<file path="src/rtl/harness_serial_driver.sv">
// Host-side driver for the two-pin synthesis test harness: serializes a command word
// MSB-first toward test_i, waits a fixed gap, then deserializes the response from test_o.
module harness_serial_driver #(
    parameter int TX_WIDTH   = 166,
    parameter int RX_WIDTH   = 327,
    parameter int GAP_CYCLES = 4
) (
    input  logic                clk,
    input  logic                rst,
    input  logic                abort,
    input  logic                req_valid,
    output logic                req_ready,
    input  logic [TX_WIDTH-1:0] req_word,
    output logic                bit_out,
    output logic                bit_out_valid,
    input  logic                bit_in,
    output logic                rsp_valid,
    output logic [RX_WIDTH-1:0] rsp_word,
    output logic                busy
);

    localparam int MAX_TR = (TX_WIDTH > RX_WIDTH) ? TX_WIDTH : RX_WIDTH;
    localparam int MAX_CN = (MAX_TR > GAP_CYCLES) ? MAX_TR : GAP_CYCLES;
    localparam int CW     = $clog2(MAX_CN + 1);

    localparam logic [CW-1:0] TX_LAST  = CW'(TX_WIDTH - 1);
    localparam logic [CW-1:0] RX_LAST  = CW'(RX_WIDTH - 1);
    localparam logic [CW-1:0] GAP_LAST = CW'((GAP_CYCLES > 0) ? (GAP_CYCLES - 1) : 0);

    typedef enum logic [2:0] {
        S_IDLE = 3'd0,
        S_TX   = 3'd1,
        S_GAP  = 3'd2,
        S_RX   = 3'd3,
        S_DONE = 3'd4
    } state_t;

    // With no gap the TX phase hands over straight to sampling.
    localparam state_t AFTER_TX = (GAP_CYCLES == 0) ? S_RX : S_GAP;

    state_t                state_q, state_d;
    logic [CW-1:0]         cnt_q, cnt_d;
    logic [TX_WIDTH-1:0]   tx_sr_q, tx_sr_d;
    logic [RX_WIDTH-1:0]   rx_sr_q, rx_sr_d;
    logic                  bit_out_q, bit_out_d;
    logic                  bit_out_valid_q, bit_out_valid_d;
    logic                  rsp_valid_q, rsp_valid_d;
    logic [RX_WIDTH-1:0]   rsp_word_q, rsp_word_d;

    // Next-state and registered-output logic.
    always_comb begin
        state_d         = state_q;
        cnt_d           = cnt_q;
        tx_sr_d         = tx_sr_q;
        rx_sr_d         = rx_sr_q;
        bit_out_d       = 1'b0;
        bit_out_valid_d = 1'b0;
        rsp_valid_d     = 1'b0;
        rsp_word_d      = rsp_word_q;
        if (abort) begin
            state_d = S_IDLE;
            cnt_d   = '0;
            tx_sr_d = '0;
            rx_sr_d = '0;
        end else begin
            case (state_q)
                S_IDLE: begin
                    if (req_valid) begin
                        tx_sr_d         = {req_word[TX_WIDTH-2:0], 1'b0};
                        bit_out_d       = req_word[TX_WIDTH-1];
                        bit_out_valid_d = 1'b1;
                        cnt_d           = '0;
                        state_d         = S_TX;
                    end else begin
                        state_d = S_IDLE;
                    end
                end
                S_TX: begin
                    // cnt counts bits already on the wire; the MSB went out on acceptance.
                    if (cnt_q == TX_LAST) begin
                        cnt_d   = '0;
                        tx_sr_d = '0;
                        state_d = AFTER_TX;
                    end else begin
                        cnt_d           = cnt_q + CW'(1);
                        bit_out_d       = tx_sr_q[TX_WIDTH-1];
                        bit_out_valid_d = 1'b1;
                        tx_sr_d         = {tx_sr_q[TX_WIDTH-2:0], 1'b0};
                    end
                end
                S_GAP: begin
                    if (cnt_q == GAP_LAST) begin
                        cnt_d   = '0;
                        state_d = S_RX;
                    end else begin
                        cnt_d = cnt_q + CW'(1);
                    end
                end
                S_RX: begin
                    rx_sr_d = {rx_sr_q[RX_WIDTH-2:0], bit_in};
                    if (cnt_q == RX_LAST) begin
                        rsp_word_d  = {rx_sr_q[RX_WIDTH-2:0], bit_in};
                        rsp_valid_d = 1'b1;
                        rx_sr_d     = '0;
                        cnt_d       = '0;
                        state_d     = S_DONE;
                    end else begin
                        cnt_d = cnt_q + CW'(1);
                    end
                end
                S_DONE: begin
                    state_d = S_IDLE;
                end
                default: begin
                    state_d = S_IDLE;
                    cnt_d   = '0;
                end
            endcase
        end
    end

    // State and datapath registers.
    always_ff @(posedge clk or posedge rst) begin
        if (rst) begin
            state_q         <= S_IDLE;
            cnt_q           <= '0;
            tx_sr_q         <= '0;
            rx_sr_q         <= '0;
            bit_out_q       <= 1'b0;
            bit_out_valid_q <= 1'b0;
            rsp_valid_q     <= 1'b0;
            rsp_word_q      <= '0;
        end else begin
            state_q         <= state_d;
            cnt_q           <= cnt_d;
            tx_sr_q         <= tx_sr_d;
            rx_sr_q         <= rx_sr_d;
            bit_out_q       <= bit_out_d;
            bit_out_valid_q <= bit_out_valid_d;
            rsp_valid_q     <= rsp_valid_d;
            rsp_word_q      <= rsp_word_d;
        end
    end

    assign req_ready     = (state_q == S_IDLE);
    assign busy          = (state_q != S_IDLE);
    assign bit_out       = bit_out_q;
    assign bit_out_valid = bit_out_valid_q;
    assign rsp_valid     = rsp_valid_q;
    assign rsp_word      = rsp_word_q;

endmodule

</file>
<file path="config.mk">
export PLATFORM = sky130hd
export DESIGN_NAME = harness_serial_driver
export DESIGN_NICKNAME = d
export VERILOG_FILES = /design/src/rtl/harness_serial_driver.sv
export SDC_FILE = /design/constraint.sdc
export NUM_CORES = 1
export LEC_CHECK = 0
export BUFFER_PORTS_ARGS = -buffer_cell sky130_fd_sc_hd__buf_2
export CAP_MARGIN = 20
export CORE_MARGIN = 3
export CORE_UTILIZATION = 30
export DETAILED_ROUTE_END_ITERATION = 7
export PLACE_DENSITY = 0.57
export SLEW_MARGIN = 20
export SYNTH_ARGS = -nofsm -noshare
export SYNTH_HDL_FRONTEND = slang
export SYNTH_SLANG_ARGS = --single-unit
</file>
<file path="constraint.sdc">
create_clock -name clk -period 51.7 [get_ports clk]
set_input_delay 15.51 -clock clk [delete_from_list [all_inputs] [get_ports clk]]
set_output_delay 15.51 -clock clk [all_outputs]
set_load 0.01 [all_outputs]
</file>
==> flow_summary.yaml <==
drt:
  postRouteAntennaNets: 0
  drt_wl_total_um: 78400
  vias: 20500
  drcViolationCount: 0
  viasPerCell: 4.93
  drt-initial-drc-count: 1420
  wl_per_cell_um: 18.9
  drt_first_pass_iters: 5
yosys:
  synth_area_um2: 31600
  synth.distinct_cells: 43
  syn_avg_cell_area_um2: 14.0
  ys_seq_elements: 833
  synth_edf_count: 0
  ys_seq_area_share_pct: 65.9
  synthArstFlopShare_pct: 100
  syn_inst: 2256
  syn_nets: 2430
  yosysWarnings: 0
  ys.flop_type: "dfrtp_1"
power:
  p_total_mw: 1.38
  ir_worst_vdd_mv: 0.0317
  p_leak_nw: 19.4
  power_density_nw_per_um2: 36.1
timing:
  hold_ws_ps: 478
  slew_violations: 0
  rsz0062_at_grt: "false"
  hold_violations: 0
  skew_ps: 23.3
  maxClockFrequency_mhz: 49.5
  period_minus_slack_ps: 20180
  tightest_slew_ps: 1130
  layout_setup_ws_ps: 31520
  setup_tns_ps: 0
  relSlewSlack_pct: 24.6
  setup_viol: 0
  min_period_over_period_pct: 39.0
cells_and_area:
  final-seq-area_um2: 20800
  fin_util_pct: 36.8
  fin_nets: 2865
  area_growth_syn_to_layout_pct: 21.0
  fillers: 10200
  drive_gt1_share_pct: 35.5
  multi_input_area_um2: 9810
  stdcell_area_um2: 38300
  final_cells: 4157
floorplanning:
  die_height_um: 331
  die_w_um: 331
  dieArea_um2: 109000
  rows: 118
  coreArea_um2: 104000
  io_pins: 503
  initial_utilization_pct: 30.4
critical_path:
  ff2ff_path_depth: 8
  reg2reg_slack_ps: 45820
  cp_data_required_time_ps: 52220
  cp.arrival_ps: 20710
  crit_slowest_cell: "nor2_4"
  path_cells: "buf_2 > nand4bb_1 > nor2_4 > buf_4 > buf_4 > buf_4 > buf_4 > mux2_2"
  worstPathMaxFanout: 67
  startpoint: "abort"
  cp-endpoint: "rsp_word[231]"
  worst_setup_path_end_kind: "flip-flop"
  r2r_end: "rsp_word[231]"
  cpPeakStageDelay_ps: 880
  criticalPathCategory: "input pin to flip-flop"
  crit_top_cell: "buf_4"
  r2r-start: "cnt_q[5]"
  setup.worst_path.start_class: "input pin"
clocking:
  htree_levels: 3
  cts.sink_count: 833
  cts_buffer_depth: 3
  cts_resized: 0
  insertion_delay_ps: 660
  cts_setup_buffers: 0
  cts_tree: "done"
  clk_pin_slew_ps: 60
  hold_buffers: 0
  numCtsBuffers: 90
  cts-root-buf: "clkbuf_16"
run_status:
  status: "completed"
global_route:
  grt_max_degree: 198
  grt_pass1_vias: 20400
  overflow: 0
  grt_pass1_wl_um: 123000
  antenna_found_initial: 17
  grt_use_total_pct: 14.0
placement:
  dp_cells: 3979
  port-buffer-count: 502
  routabilityCongestion: 0.752
  place_ws_ps: 30820
  hpwlAfterDp_um: 48900
  place_area_um2: 35200
min_path:
  hold_path_class: "flip-flop to flip-flop"
run:
  maxCapViolCount: 0
## area by class of cell
class                           instances  share of cell area [%]
Timing Repair Buffer                  529                    7.22
Tap cell                             1380                    4.51
Clock inverter                         40                    1.41
Antenna cell                           11                  0.0719
Clock buffer                          127                    6.64
Multi-Input combinational cell       1233                    25.6
Sequential cell                       833                    54.5
Inverter                                4                  0.0588
## state kept, by name, indices dropped and copies added, names as in the netlist
signal and cells:
rsp_valid 1, rsp_word 327, bit_out 1, bit_out_valid 1, cnt_q 9, tx_sr_q 165, rx_sr_q 326, state_q 3
## kinds of logic (layout without fill, tap and decap cells)
group,after synthesis,count (layout),synth area share (%)
xor gates and xnor gates,1,1,0.0277
and+or+nand+nor,219,219,2.94
buffers and inverters,190,700,3.20
other,0,11,0
adders and majority gates,3,3,0.119
AOI/OAI and AO/OA,683,683,16.2
muxes,327,327,11.6
DFF,833,833,65.9
## where the power goes
part           leakage [nW]  total [mW]  internal (mW)  switching [mW]
clock network          1.51       0.663          0.391           0.271
logic                  6.31      0.0525         0.0156          0.0369
registers              11.5       0.667          0.661         0.00541
## layer usage
| layer | part of all wire [%] | wire length, um | vias up | track usage (%) |
|---|---|---|---|---|
| met3 | 5.8 | 4530 | 116 | 3.27 |
| met1 | 45 | 35600 | 10700 | 19.7 |
| li1 | - | - | 9221 | - |
| met5 | 0.034 | 27 | - | 0 |
| met4 | 2.5 | 1980 | 4 | 4.88 |
| met2 | 46 | 36400 | 483 | 21.3 |
## worst max-delay path, delay by kind of cell
kind,cells,cell delay [ps]
buffers and inverters,5,3320
multiplexers,1,410
AND/OR/NAND/NOR,2,1230
## cells in the mapped netlist (all sizes together), types with 2 or more instances
master / instances / area share, %
ha: 3 / 0.12
a21oi: 5 / 0.079
or2: 2 / 0.040
or3b: 2 / 0.055
inv: 4 / 0.047
nor3: 4 / 0.063
buf: 91 / 2.0
clkbuf: 95 / 1.1
dfrtp: 833 / 66
and4: 2 / 0.055
nor2: 12 / 0.14
a21o: 4 / 0.095
a22oi: 164 / 3.9
or4: 3 / 0.071
o21ai: 173 / 2.7
a22o: 327 / 9.1
nor3b: 4 / 0.095
nor2b: 4 / 0.079
mux2: 327 / 12
nand2: 174 / 2.1
and3: 5 / 0.099
a31oi: 2 / 0.087
nor4: 3 / 0.079
## worst min path at each step
stage                             start            end  slack (ps)  cells past startpoint
after global placement     tx_sr_q[151]   tx_sr_q[151]         460                      2
after global routing      rsp_word[163]  rsp_word[163]         490                      1
final                     rsp_word[156]  rsp_word[156]         480                      1
after floorplan            tx_sr_q[140]   tx_sr_q[140]         450                      2
after detailed placement  rsp_word[153]  rsp_word[153]         470                      1
after CTS                 rsp_word[153]  rsp_word[153]         480                      1
## placed cells by master, fill, tap and decap left out, drive strengths merged, types with 4 or more instances in the layout
cell    Yosys  final
a21o        4      4
buf        91    529
nor2       12     12
mux2      327    327
nor3b       4      4
nor3        4      4
a22oi     164    164
clkinv      0     24
nor2b       4      4
o21ai     173    173
inv         4      9
nand2     174    174
clkbuf     95    127
diode       0     11
and3        5      5
a22o      327    327
bufinv      0      9
a21oi       5      5
dfrtp     833    833
Power figures use the tool's default switching activity.
